**config.mk**
```make
export PLATFORM = sky130hd
export DESIGN_NAME = lsu_mem_port
export DESIGN_NICKNAME = d
export VERILOG_FILES = /design/src/rtl/lsu_mem_port.sv
export SDC_FILE = /design/constraint.sdc
export NUM_CORES = 1
export LEC_CHECK = 0
export CAP_MARGIN = 10
export CORE_UTILIZATION = 44
export DETAILED_ROUTE_END_ITERATION = 16
export PLACE_DENSITY = 0.79
export SLEW_MARGIN = 0
export SYNTH_ARGS = -nofsm -noshare
export SYNTH_HDL_FRONTEND = slang
export SYNTH_SLANG_ARGS = --single-unit
```
**constraint.sdc**
```tcl
create_clock -name clk -period 2.15 [get_ports clk]
set_clock_uncertainty 0.05 [all_clocks]
set_input_delay 0.43 -clock clk [delete_from_list [all_inputs] [get_ports clk]]
set_output_delay 0.43 -clock clk [all_outputs]
set_load 0.005 [all_outputs]
```
**src/rtl/lsu_mem_port.sv**
```systemverilog
// Load/store unit between execute and data memory: one access at a time, store lane
// alignment, load extraction/extension, and misaligned/illegal/timeout error reporting.
module lsu_mem_port #(
  parameter int TIMEOUT = 16
) (
  input  logic        clk,
  input  logic        srst_n,
  input  logic        req_valid,
  output logic        req_ready,
  input  logic        req_we,
  input  logic [2:0]  req_funct3,
  input  logic [31:0] req_addr,
  input  logic [31:0] req_wdata,
  input  logic [4:0]  req_rd,
  output logic        mem_valid,
  input  logic        mem_ready,
  output logic        mem_we,
  output logic [31:0] mem_addr,
  output logic [3:0]  mem_be,
  output logic [31:0] mem_wdata,
  input  logic        mem_rvalid,
  input  logic [31:0] mem_rdata,
  output logic        wb_valid,
  output logic [4:0]  wb_rd,
  output logic [31:0] wb_data,
  output logic        err_valid,
  output logic [1:0]  err_cause,
  output logic        busy
);

  localparam int CW = $clog2(TIMEOUT + 1);

  typedef enum logic [2:0] {IDLE, REQ, WAIT, WB, ERR} state_t;

  state_t         state_r, state_s;
  logic [CW-1:0]  cnt_r, cnt_s;
  logic [1:0]     cause_r, cause_s;
  logic           we_r;
  logic [2:0]     funct3_r;
  logic [1:0]     off_r;
  logic [4:0]     rd_r;
  logic           req_ready_r, mem_valid_r, mem_we_r, wb_valid_r, err_valid_r, busy_r;
  logic [31:0]    mem_addr_r, mem_wdata_r, wb_data_r;
  logic [3:0]     mem_be_r;
  logic [4:0]     wb_rd_r;
  logic [1:0]     err_cause_r;

  function automatic logic f3_illegal(input logic we, input logic [2:0] f3);
    if (we) return (f3 > 3'b010);
    else    return (f3 == 3'b011) || (f3 == 3'b110) || (f3 == 3'b111);
  endfunction

  function automatic logic misaligned(input logic [2:0] f3, input logic [1:0] a);
    case (f3[1:0])
      2'b01:   return a[0];
      2'b10:   return (a != 2'b00);
      default: return 1'b0;
    endcase
  endfunction

  function automatic logic [3:0] byte_en(input logic [2:0] f3, input logic [1:0] a);
    case (f3[1:0])
      2'b00:   return 4'b0001 << a;
      2'b01:   return a[1] ? 4'b1100 : 4'b0011;
      default: return 4'b1111;
    endcase
  endfunction

  function automatic logic [31:0] lane_data(input logic [2:0] f3, input logic [31:0] d);
    case (f3[1:0])
      2'b00:   return {4{d[7:0]}};
      2'b01:   return {2{d[15:0]}};
      default: return d;
    endcase
  endfunction

  function automatic logic [31:0] load_ext(input logic [2:0] f3, input logic [1:0] a,
                                           input logic [31:0] d);
    logic [31:0] sh;
    sh = d >> {a, 3'b000};
    case (f3)
      3'b000:  return {{24{sh[7]}}, sh[7:0]};
      3'b100:  return {24'd0, sh[7:0]};
      3'b001:  return {{16{sh[15]}}, sh[15:0]};
      3'b101:  return {16'd0, sh[15:0]};
      default: return d;
    endcase
  endfunction

  // Next-state, error cause and timeout counter
  always_comb begin
    state_s = state_r;
    cnt_s   = cnt_r;
    cause_s = cause_r;
    case (state_r)
      IDLE: begin
        if (req_valid) begin
          if (f3_illegal(req_we, req_funct3)) begin
            state_s = ERR;
            cause_s = 2'b10;
          end else if (misaligned(req_funct3, req_addr[1:0])) begin
            state_s = ERR;
            cause_s = 2'b01;
          end else begin
            state_s = REQ;
            cnt_s   = '0;
          end
        end else begin
          state_s = IDLE;
        end
      end
      // A handshake in the final counted cycle still beats the timeout
      REQ: begin
        if (mem_ready) begin
          state_s = we_r ? IDLE : WAIT;
          cnt_s   = '0;
        end else if (cnt_r == CW'(TIMEOUT - 1)) begin
          state_s = ERR;
          cause_s = 2'b11;
        end else begin
          cnt_s = cnt_r + CW'(1);
        end
      end
      WAIT: begin
        if (mem_rvalid) begin
          state_s = WB;
        end else if (cnt_r == CW'(TIMEOUT - 1)) begin
          state_s = ERR;
          cause_s = 2'b11;
        end else begin
          cnt_s = cnt_r + CW'(1);
        end
      end
      WB:      state_s = IDLE;
      ERR:     state_s = IDLE;
      default: state_s = IDLE;
    endcase
  end

  // State, captured request and registered outputs
  always_ff @(posedge clk or negedge srst_n) begin
    if (!srst_n) begin
      state_r     <= IDLE;
      cnt_r       <= '0;
      cause_r     <= 2'b00;
      we_r        <= 1'b0;
      funct3_r    <= 3'b000;
      off_r       <= 2'b00;
      rd_r        <= 5'd0;
      req_ready_r <= 1'b1;
      mem_valid_r <= 1'b0;
      mem_we_r    <= 1'b0;
      mem_addr_r  <= 32'd0;
      mem_be_r    <= 4'd0;
      mem_wdata_r <= 32'd0;
      wb_valid_r  <= 1'b0;
      wb_rd_r     <= 5'd0;
      wb_data_r   <= 32'd0;
      err_valid_r <= 1'b0;
      err_cause_r <= 2'b00;
      busy_r      <= 1'b0;
    end else begin
      state_r     <= state_s;
      cnt_r       <= cnt_s;
      cause_r     <= cause_s;
      req_ready_r <= (state_s == IDLE);
      busy_r      <= (state_s != IDLE);
      mem_valid_r <= (state_s == REQ);
      wb_valid_r  <= (state_s == WB) && (rd_r != 5'd0);
      err_valid_r <= (state_s == ERR);
      err_cause_r <= (state_s == ERR) ? cause_s : 2'b00;
      if (state_r == IDLE && req_valid) begin
        we_r     <= req_we;
        funct3_r <= req_funct3;
        off_r    <= req_addr[1:0];
        rd_r     <= req_rd;
        if (state_s == REQ) begin
          mem_we_r    <= req_we;
          mem_addr_r  <= {req_addr[31:2], 2'b00};
          mem_be_r    <= byte_en(req_funct3, req_addr[1:0]);
          mem_wdata_r <= lane_data(req_funct3, req_wdata);
        end
      end
      if (state_r == WAIT && mem_rvalid) begin
        wb_data_r <= load_ext(funct3_r, off_r, mem_rdata);
        wb_rd_r   <= rd_r;
      end
    end
  end

  assign req_ready = req_ready_r;
  assign mem_valid = mem_valid_r;
  assign mem_we    = mem_we_r;
  assign mem_addr  = mem_addr_r;
  assign mem_be    = mem_be_r;
  assign mem_wdata = mem_wdata_r;
  assign wb_valid  = wb_valid_r;
  assign wb_rd     = wb_rd_r;
  assign wb_data   = wb_data_r;
  assign err_valid = err_valid_r;
  assign err_cause = err_cause_r;
  assign busy      = busy_r;

endmodule

```
**Word level (Yosys, flattened, before mapping)**

Cells that the tools add are included.

- Register bits after elaboration: 132
- Input port bits: 110
- Word-level logic and storage cells: 90

- Add/sub/neg operators: 1
- Magnitude comparators: 1
- Eq/ne operators: 18
- Shifts and indexed selects: 2
- Multiplexer cells: 34
- Reductions and logical operators: 15

Operator list:

| cell | number |
|---|---|
| 32-bit one-hot mux with 4 select lines | 1 |
| 32-bit one-hot mux with 2 select lines | 1 |
| 32-bit by 5-bit >> shifter with 16-bit output | 1 |
| 5-bit two-way mux | 6 |
| 3-bit two-way mux | 6 |
| 2-bit two-way mux | 8 |
| 3-bit equality test, second input constant | 5 |
| 5-bit one-hot mux with 3 select lines | 1 |
| 3-bit by 1-bit equality test with 1-bit output, second input constant | 3 |
| 3-bit by 2-bit equality test with 1-bit output, second input constant | 3 |
| 3-bit logical NOT | 3 |
| 3-bit one-hot mux with 3 select lines | 1 |
| 2-bit != test, second input constant | 4 |
| 4-bit one-hot mux with 2 select lines | 1 |
| 1-bit two-way mux | 6 |
| 2-bit one-hot mux with 3 select lines | 1 |
| 3-bit nonzero test | 2 |
| 5-bit by 1-bit adder with 5-bit output, second input constant | 1 |
| 5-bit by 4-bit equality test with 1-bit output, second input constant | 1 |
| 5-bit AND reduction | 1 |
| 5-bit nonzero test | 1 |
| 4-bit two-way mux | 1 |
| 1-bit by 2-bit << shifter with 4-bit output, first input constant | 1 |
| 3-bit by 2-bit greater-than comparator with 1-bit output, second input constant | 1 |
| other kinds (8) | 11 |

**Logic depth before layout (Yosys ltp)**

- Word-level depth: 15
- Gate-level depth with buffers: 9

**Worst setup path after synthesis**

No wires, ideal clock.

- Path type: input-to-reg
- Start point: input port req_funct3[0]
- End point: register busy_r, in the netlist busy
- Setup time: 0.131 ns
- Arrival: 1.874 ns
- Data required time: 1.969 ns
- Setup slack: 0.095 ns
- Stages: 7
- Path buffers: 0
- Cell sequence: inv_1 -> ha_1 -> nand2b_1 -> a31oi_1 -> nor3b_4 -> o21bai_1 -> or3_1

- Word-level cells in the longest chain between the ends: 10
- Elaborated cells on any way between the ends: 20
- Classes of those cells: order compare (1); eq/ne (5); mux (11); reduce/logical (3)

RTL lines:

| item | line | source |
|---|---|---|
| start, declared | 11 | `input logic [2:0] req_funct3,` |
| 2-bit equality test (tied with other cells) | 54 | `case (f3[1:0])` |
| 1-bit one-hot mux with 2 select lines / 1-bit logical OR (equally long branches) | 54, 50 |  |
| 1-bit two-way mux / 1-bit logical OR (equally long branches) | 98, 50 |  |
| 1-bit two-way mux, on equally long branches | 97, 49 |  |
| 1-bit two-way mux, on equally long branches | 95, 97 |  |
| 3-bit two-way mux / 1-bit two-way mux (equally long branches) | 101, 95 |  |
| 3-bit two-way mux * | 98 | `if (f3_illegal(req_we, req_funct3)) begin` |
| 3-bit two-way mux * | 97 | `if (req_valid) begin` |
| 3-bit one-hot mux with 3 select lines * | 95 | `case (state_r)` |
| named net state_s[0] | 35 | `state_t state_r, state_s;` |
| 3-bit nonzero test * | 167 | `busy_r <= (state_s != IDLE);` |
| end signal, assigned | 167 |  |
| end, declared | 42 | `logic req_ready_r, mem_valid_r, mem_we_r, wb_valid_r, err_valid_r, busy_r;` |

The timed path passes the listed nets; every way through them passes the cells marked *. The select of a mux whose other input is x is not followed.
A chain may end at the register's enable or synchronous reset.

**Final worst setup path**

Ends and elaborated chain as after synthesis.

==> metrics.cfg <==
[timing]
slew_headroom_pct = 59.6
worst_pin_slew_ps = 605
layout_min_cycle_time_ps = 2060
finalSetupViolations = 0
setup_tns_ps = 0
fin_crit_sh_pct = 96.0
hold_viol = 0
rsz0062_at_grt = false
max_freq_mhz = 484
whs_ps = 293
slew_viol_final = 0

[setup_path]
worstPathArrival_ps = 2300
worstReg2RegStart = state_r[0]
cp.buffers_inverters = 4
max_stage_delay_ps = 400
crit_cells = 10
timing.critical_path.from = req_funct3[0]
worstPathCellList = dlygate4sd2_1 -> inv_2 -> ha_1 -> nand2b_1 -> a31oi_4 -> nor3b_4 -> buf_4 -> buf_4 -> o21bai_2 -> or3_1
setup.worst_path.start_class = primary input
endpoint_kind = flop
crit_path_max_fanout = 5
cpMostUsedCell = buf_4
crit_type = primary input to flop
cp_top_family = simple AND/OR/NAND/NOR gates
cpMaxStageDelayCell = or3_1
worst-r2r-setup-slack_ps = 140
crit_end = busy
r2r_end = mem_addr[26]
reg2reg_depth = 5
cp_data_required_time_ps = 2380

[global_route]
grt_pass1_vias = 5385
grt_max_degree = 69
grt_pass1_wl_mm = 28.0
grt-ovfl-total = 0
antenna_found_initial = 2
globalRouteTotalUtil_pct = 25.9

[pwr]
leakagePower_nw = 4.03
cellPowerDensity_mw_per_mm2 = 1330
irDropWorstVdd_mv = 0.680
finalPower_mw = 12.3

[cts]
clkLatencyLatePin_ps = 410
cts-root-buf = clkbuf_16
cts_sinks = 130
h-tree-depth = 4
clockBufferDepth = 2
tritoncts = built
cts_buffers = 17
clk_pin_slew_ps = 50

[final_layout]
drive_above_1_share_pct = 17.8
design_area_sq_mm = 0.00925
fin_util_pct = 72.1
area_growth_syn_to_layout_pct = 57.7
final_net_count = 923

[die]
start_util_pct = 45.8
fp.coreArea_sq_mm = 0.0128
die_y_um = 117
die-area_sq_mm = 0.0138
row_count = 41
ios = 223
die_w_um = 117

[synthesis]
ys_warn_count = 0
synth_top_area_share_pct = 55.0
synth_edf_count = 0
synth.area.top_cells = dfrtp_1 55%, mux2_2 9.6%, a21oi_1 4.2%, nand2_1 4.0%, nor2_1 3.1%
ys_ff_latch = 130
async_flop_share_pct = 100
synth_cells = 555
netlist_top_cells_count = 129 x dfrtp_1, 62 x nand2_1, 50 x mux2_2
ys_types = 42
synthFlopType = dfrtp_1
synth.avg_cell_area_sq_um = 10.6
synth_top_area_cell = dfrtp_1
synth.most_common_cell = dfrtp_1
syn_area_sq_mm = 0.00587
synth-seq-area-share_pct = 55.5

[route]
drc = 0
wl_per_cell_um = 17.4
routed_wl_mm = 17.3
first_pass_iters = 5
ant_nets = 0
drtIter0Drc = 328
via_per_inst = 5.35
num_vias = 5317

[placement]
placed_area_sq_mm = 0.00848
gp_congestion = 0.910
hpwl_mm = 12.5
io_buffers = 220

[job]
drv_cap = 0

[worst_hold_path]
hold_class = primary input to flop

[status]
status = finished clean

routing by layer:
layer	up-vias	GRT usage (%)	share of wire (%)
met1	2569	33.5	42
met5	-	0	0
met3	34	7.27	7.3
met4	0	10.7	2.6
met2	245	41.1	48
li1	2469	-	-
placed cells by master, fill, tap and decap left out, types with 2 or more instances in the layout:
cell type | synthesis | routed
a21oi_1 | 49 | 49
a22oi_1 | 23 | 23
a31o_2 | 2 | 2
a31oi_1 | 12 | 11
and2_1 | 2 | 2
and3_1 | 10 | 10
buf_12 | 0 | 4
buf_4 | 6 | 42
buf_6 | 0 | 3
bufinv_16 | 0 | 3
clkbuf_1 | 21 | 2
clkbuf_16 | 0 | 17
clkbuf_8 | 0 | 4
clkdlybuf4s50_1 | 0 | 216
clkinv_2 | 0 | 3
clkinvlp_4 | 0 | 3
conb_1 | 1 | 2
dfrtp_1 | 129 | 128
diode_2 | 0 | 2
ha_1 | 6 | 5
inv_1 | 5 | 4
mux2_2 | 50 | 50
mux2i_1 | 10 | 10
nand2_1 | 62 | 62
nand2b_1 | 7 | 7
nand3_1 | 33 | 33
nand3b_1 | 2 | 2
nor2_1 | 48 | 48
nor2b_1 | 5 | 5
nor3_1 | 2 | 2
nor3b_1 | 3 | 3
o211ai_1 | 3 | 3
o21ai_0 | 23 | 23
o21bai_1 | 4 | 3
o22ai_1 | 8 | 8
or3_1 | 3 | 3
or3b_2 | 2 | 2
logic make-up (layout without fill, tap and decap cells):
family / count (synthesis) / in the layout / share of synthesized area (%)
and+or+nand+nor: 182 / 182 / 14.7
muxes: 61 / 61 / 11.7
adders and majority gates: 6 / 6 / 1.28
DFF: 130 / 130 / 55.5
other: 1 / 4 / 0.0639
buffers and inverters: 44 / 308 / 3.39
AOI/OAI and AO/OA: 131 / 131 / 13.4
registers in the layout (all words and copies together), names as in the netlist:
name,cells
req_ready,1
mem_addr,30
rd_r,5
wb_valid,1
mem_we,1
wb_data,32
mem_be,4
busy,1
funct3_r,3
off_r,2
mem_valid,1
err_cause,2
mem_wdata,32
we_r,1
wb_rd,5
err_valid,1
state_r,3
cnt_r,5
per-stage QoR:
stage | cells | setup WS, ps
2_1_floorplan | 556 | 94.9
3_3_place_gp | 952 | -493
3_5_place_dp | 952 | -612
4_1_cts | 991 | 67.8
5_1_grt | 994 | 7.00
6_report | 994 | 85.3
layout make-up:
cell class              instances  area (sq um)
repair buffers                271          2690
clock buffers                  23           488
well taps                     172           215
clock inverters                 9           128
diodes                          2          5.00
flip-flops and latches        130          3260
fillers                       930          3570
inverters                       5          18.8
multi-input cells             382          2450
where the power goes:
| group | internal (mW) | total (mW) | switching (mW) |
|---|---|---|---|
| Combinational | 3.06 | 5.02 | 1.95 |
| Sequential | 3.57 | 4.32 | 0.750 |
| Clock | 1.94 | 2.96 | 1.02 |
how the worst min path moves through the flow:
stage | start | to | slack [ps] | cells after the start
finish | req_funct3[1] | funct3_r[1] | 290 | 3
global route | req_funct3[1] | funct3_r[1] | 310 | 3
CTS | srst_n | mem_wdata[17] | 350 | 2
detailed placement | srst_n | mem_wdata[19] | 250 | 1
global placement | srst_n | mem_wdata[18] | 250 | 1
floorplan | srst_n | busy | 80 | 0
what timing repair did:
action | 4_1_cts | 5_1_grt
setup endpoints to repair | 72 | 35
hold endpoints to repair | 12 | 0
gates cloned | 2 | 0
pin swaps | 2 | 3
hold buffers | 1 | 0
setup buffers | 5 | 1
gates resized for setup | 13 | 5
worst register-to-register path: stages (launching register included):
cell and delay [ps]:
dfrtp_2 470, nor4b_4 350, nor3b_4 280, buf_6 140, bufbuf_16 260, mux2_2 340
No activity file was read; power rests on OpenSTA's default activity.
==> edit: new RTL, same flow settings <==
Put one more register stage on the output `err_cause`, with the module's reset. The value now appears one clock later. The other outputs are not delayed to match.
--- a/src/rtl/lsu_mem_port.sv
+++ b/src/rtl/lsu_mem_port.sv
@@ -199,5 +199,11 @@
   assign wb_data   = wb_data_r;
   assign err_valid = err_valid_r;
-  assign err_cause = err_cause_r;
+  always_ff @(posedge clk or negedge srst_n) begin
+    if (!srst_n) begin
+      err_cause <= '0;
+    end else begin
+      err_cause <= err_cause_r;
+    end
+  end
   assign busy      = busy_r;
 
Behaviour: not the same (a bounded check fails within 4 cycles, from zero or initial values and one cycle with srst_n low).
==> edit against the original RTL <==
  * The flow now finishes with violations (negative setup slack)
  * Routed wire length rose by 18%
  * Die area rose by 7.5%
  * Worst setup slack got worse by 0.099 ns
  * Total power rose by 8.4%
  * Fmax fell by 4.6%
  * Synthesized area rose by 7.7%
  * Sequential cell count rose by 4
  * Count of clock-buffer cells in the layout rose by 4
  * Final area rose by 9.1%
  * Hold slack improved by 0.0043 ns
  * Critical endpoint is now mem_wdata[6]
  * Largest power group unchanged
  * Highest routed layer unchanged
==> edit: results (changes against the original RTL) <==
Status: complete, but fails checks
Violations in the final reports: negative setup slack
Worst Setup SP: state_r[1]
CP peak stage delay: 0.58 ns (+0.18 ns)
Postcts setup bufs: 1 (-4)
GRT Util Overall: 25.27% (-0.66 points)
Largest net degree at the start of global routing: 52 (-25%)
Compound-Gate Fraction of Synth Area: 15.84% (+2.4 points)
Count of final setup violators: 5 (+5)
Int Pwr: 9132 uW (+6.5%)
Post-synthesis cell type count: 58 (+38%)
CTS resizes: 8 (-5)
# fillers: 906 (-2.6%)
Final instance area: 10100 sq um (+9.1%)
Final nets: 946 (+2.5%)
RR Startpoint: state_r[1]
Post-synthesis adder-cell area fraction: 1.188% (-0.091 points)
HPWL after DPL: 13180 microns (+5.2%)
First-pass GRT wire length: 28540 microns (+1.8%)
Syn avg cell area: 11.24 sq um (+6.3%)
P_comb: 6170 uW (+23%)
Slowest stage cell on the critical path: or4b_4
Mux share of post-synthesis cell area: 16.02% (+4.3 points)
Top cells by area, synth: dfrtp_1 (53%), mux2_2 (8.7%), mux2_1 (5.3%)
Post-Place Cells: 978 (+2.7%)
Avg WL per Cell: 19.95 microns (+14%)
Share of layout cells above drive strength 1: 21.73% (+3.9 points)
Sequential share of the synthesized area: 53.09% (-2.4 points)
Hold crit path type: reg -> reg
Kind of critical path: reg -> reg
Initial antenna violation count: 0 (-2)
Setup WS pre-CTS: -0.6244 ns (-0.01202 ns)
Lkg Pwr: 0.004424 uW (+9.7%)
Area after DPL: 9051 sq um (+6.7%)
Flop pwr share: 33.9% (-1.2 points)
Ant. Diodes: 0 (-2)
Setup ws final: -0.01336 ns (-0.09865 ns)
RD Place Congestion: 0.8642 (-5.0%)
Vias per inst: 5.625 (+5.2%)
Setup TNS: -0.03052 ns (-0.03052 ns)
Vias in the first global route: 5652 (+5.0%)
Routed vias: 5749 (+8.1%)
DRT iter0 DRCs: 443 (+35%)
edit: layer usage:
metal	vias up	GRT usage, %	routed length, microns
met2	327	40.93	10050
met4	0	11.11	607
li1	2585	-	-
met3	54	6.039	1505
met1	2783	32.10	8223
met5	-	0	0
edit: worst min-delay path by stage:
stage	cells after the start	end	startpoint	slack (ns)
6_report	0	err_cause[0]	err_cause_r[0]	0.30
5_1_grt	0	err_cause[0]	err_cause_r[0]	0.32
4_1_cts	0	err_cause[0]	err_cause_r[0]	0.30
3_5_place_dp	0	err_cause[0]	err_cause_r[0]	0.29
3_3_place_gp	0	err_cause[0]	err_cause_r[0]	0.28
2_1_floorplan	0	busy	srst_n	0.08
edit: layout make-up:
| class | instances | area share [%] |
|---|---|---|
| well taps | 180 | 2.230 |
| repair buffers | 289 | 29.56 |
| clock buffers | 27 | 4.981 |
| flip-flops and latches | 134 | 33.22 |
| inverters | 10 | 0.3965 |
| multi-input cells | 378 | 29.41 |
| clock inverters | 4 | 0.1982 |
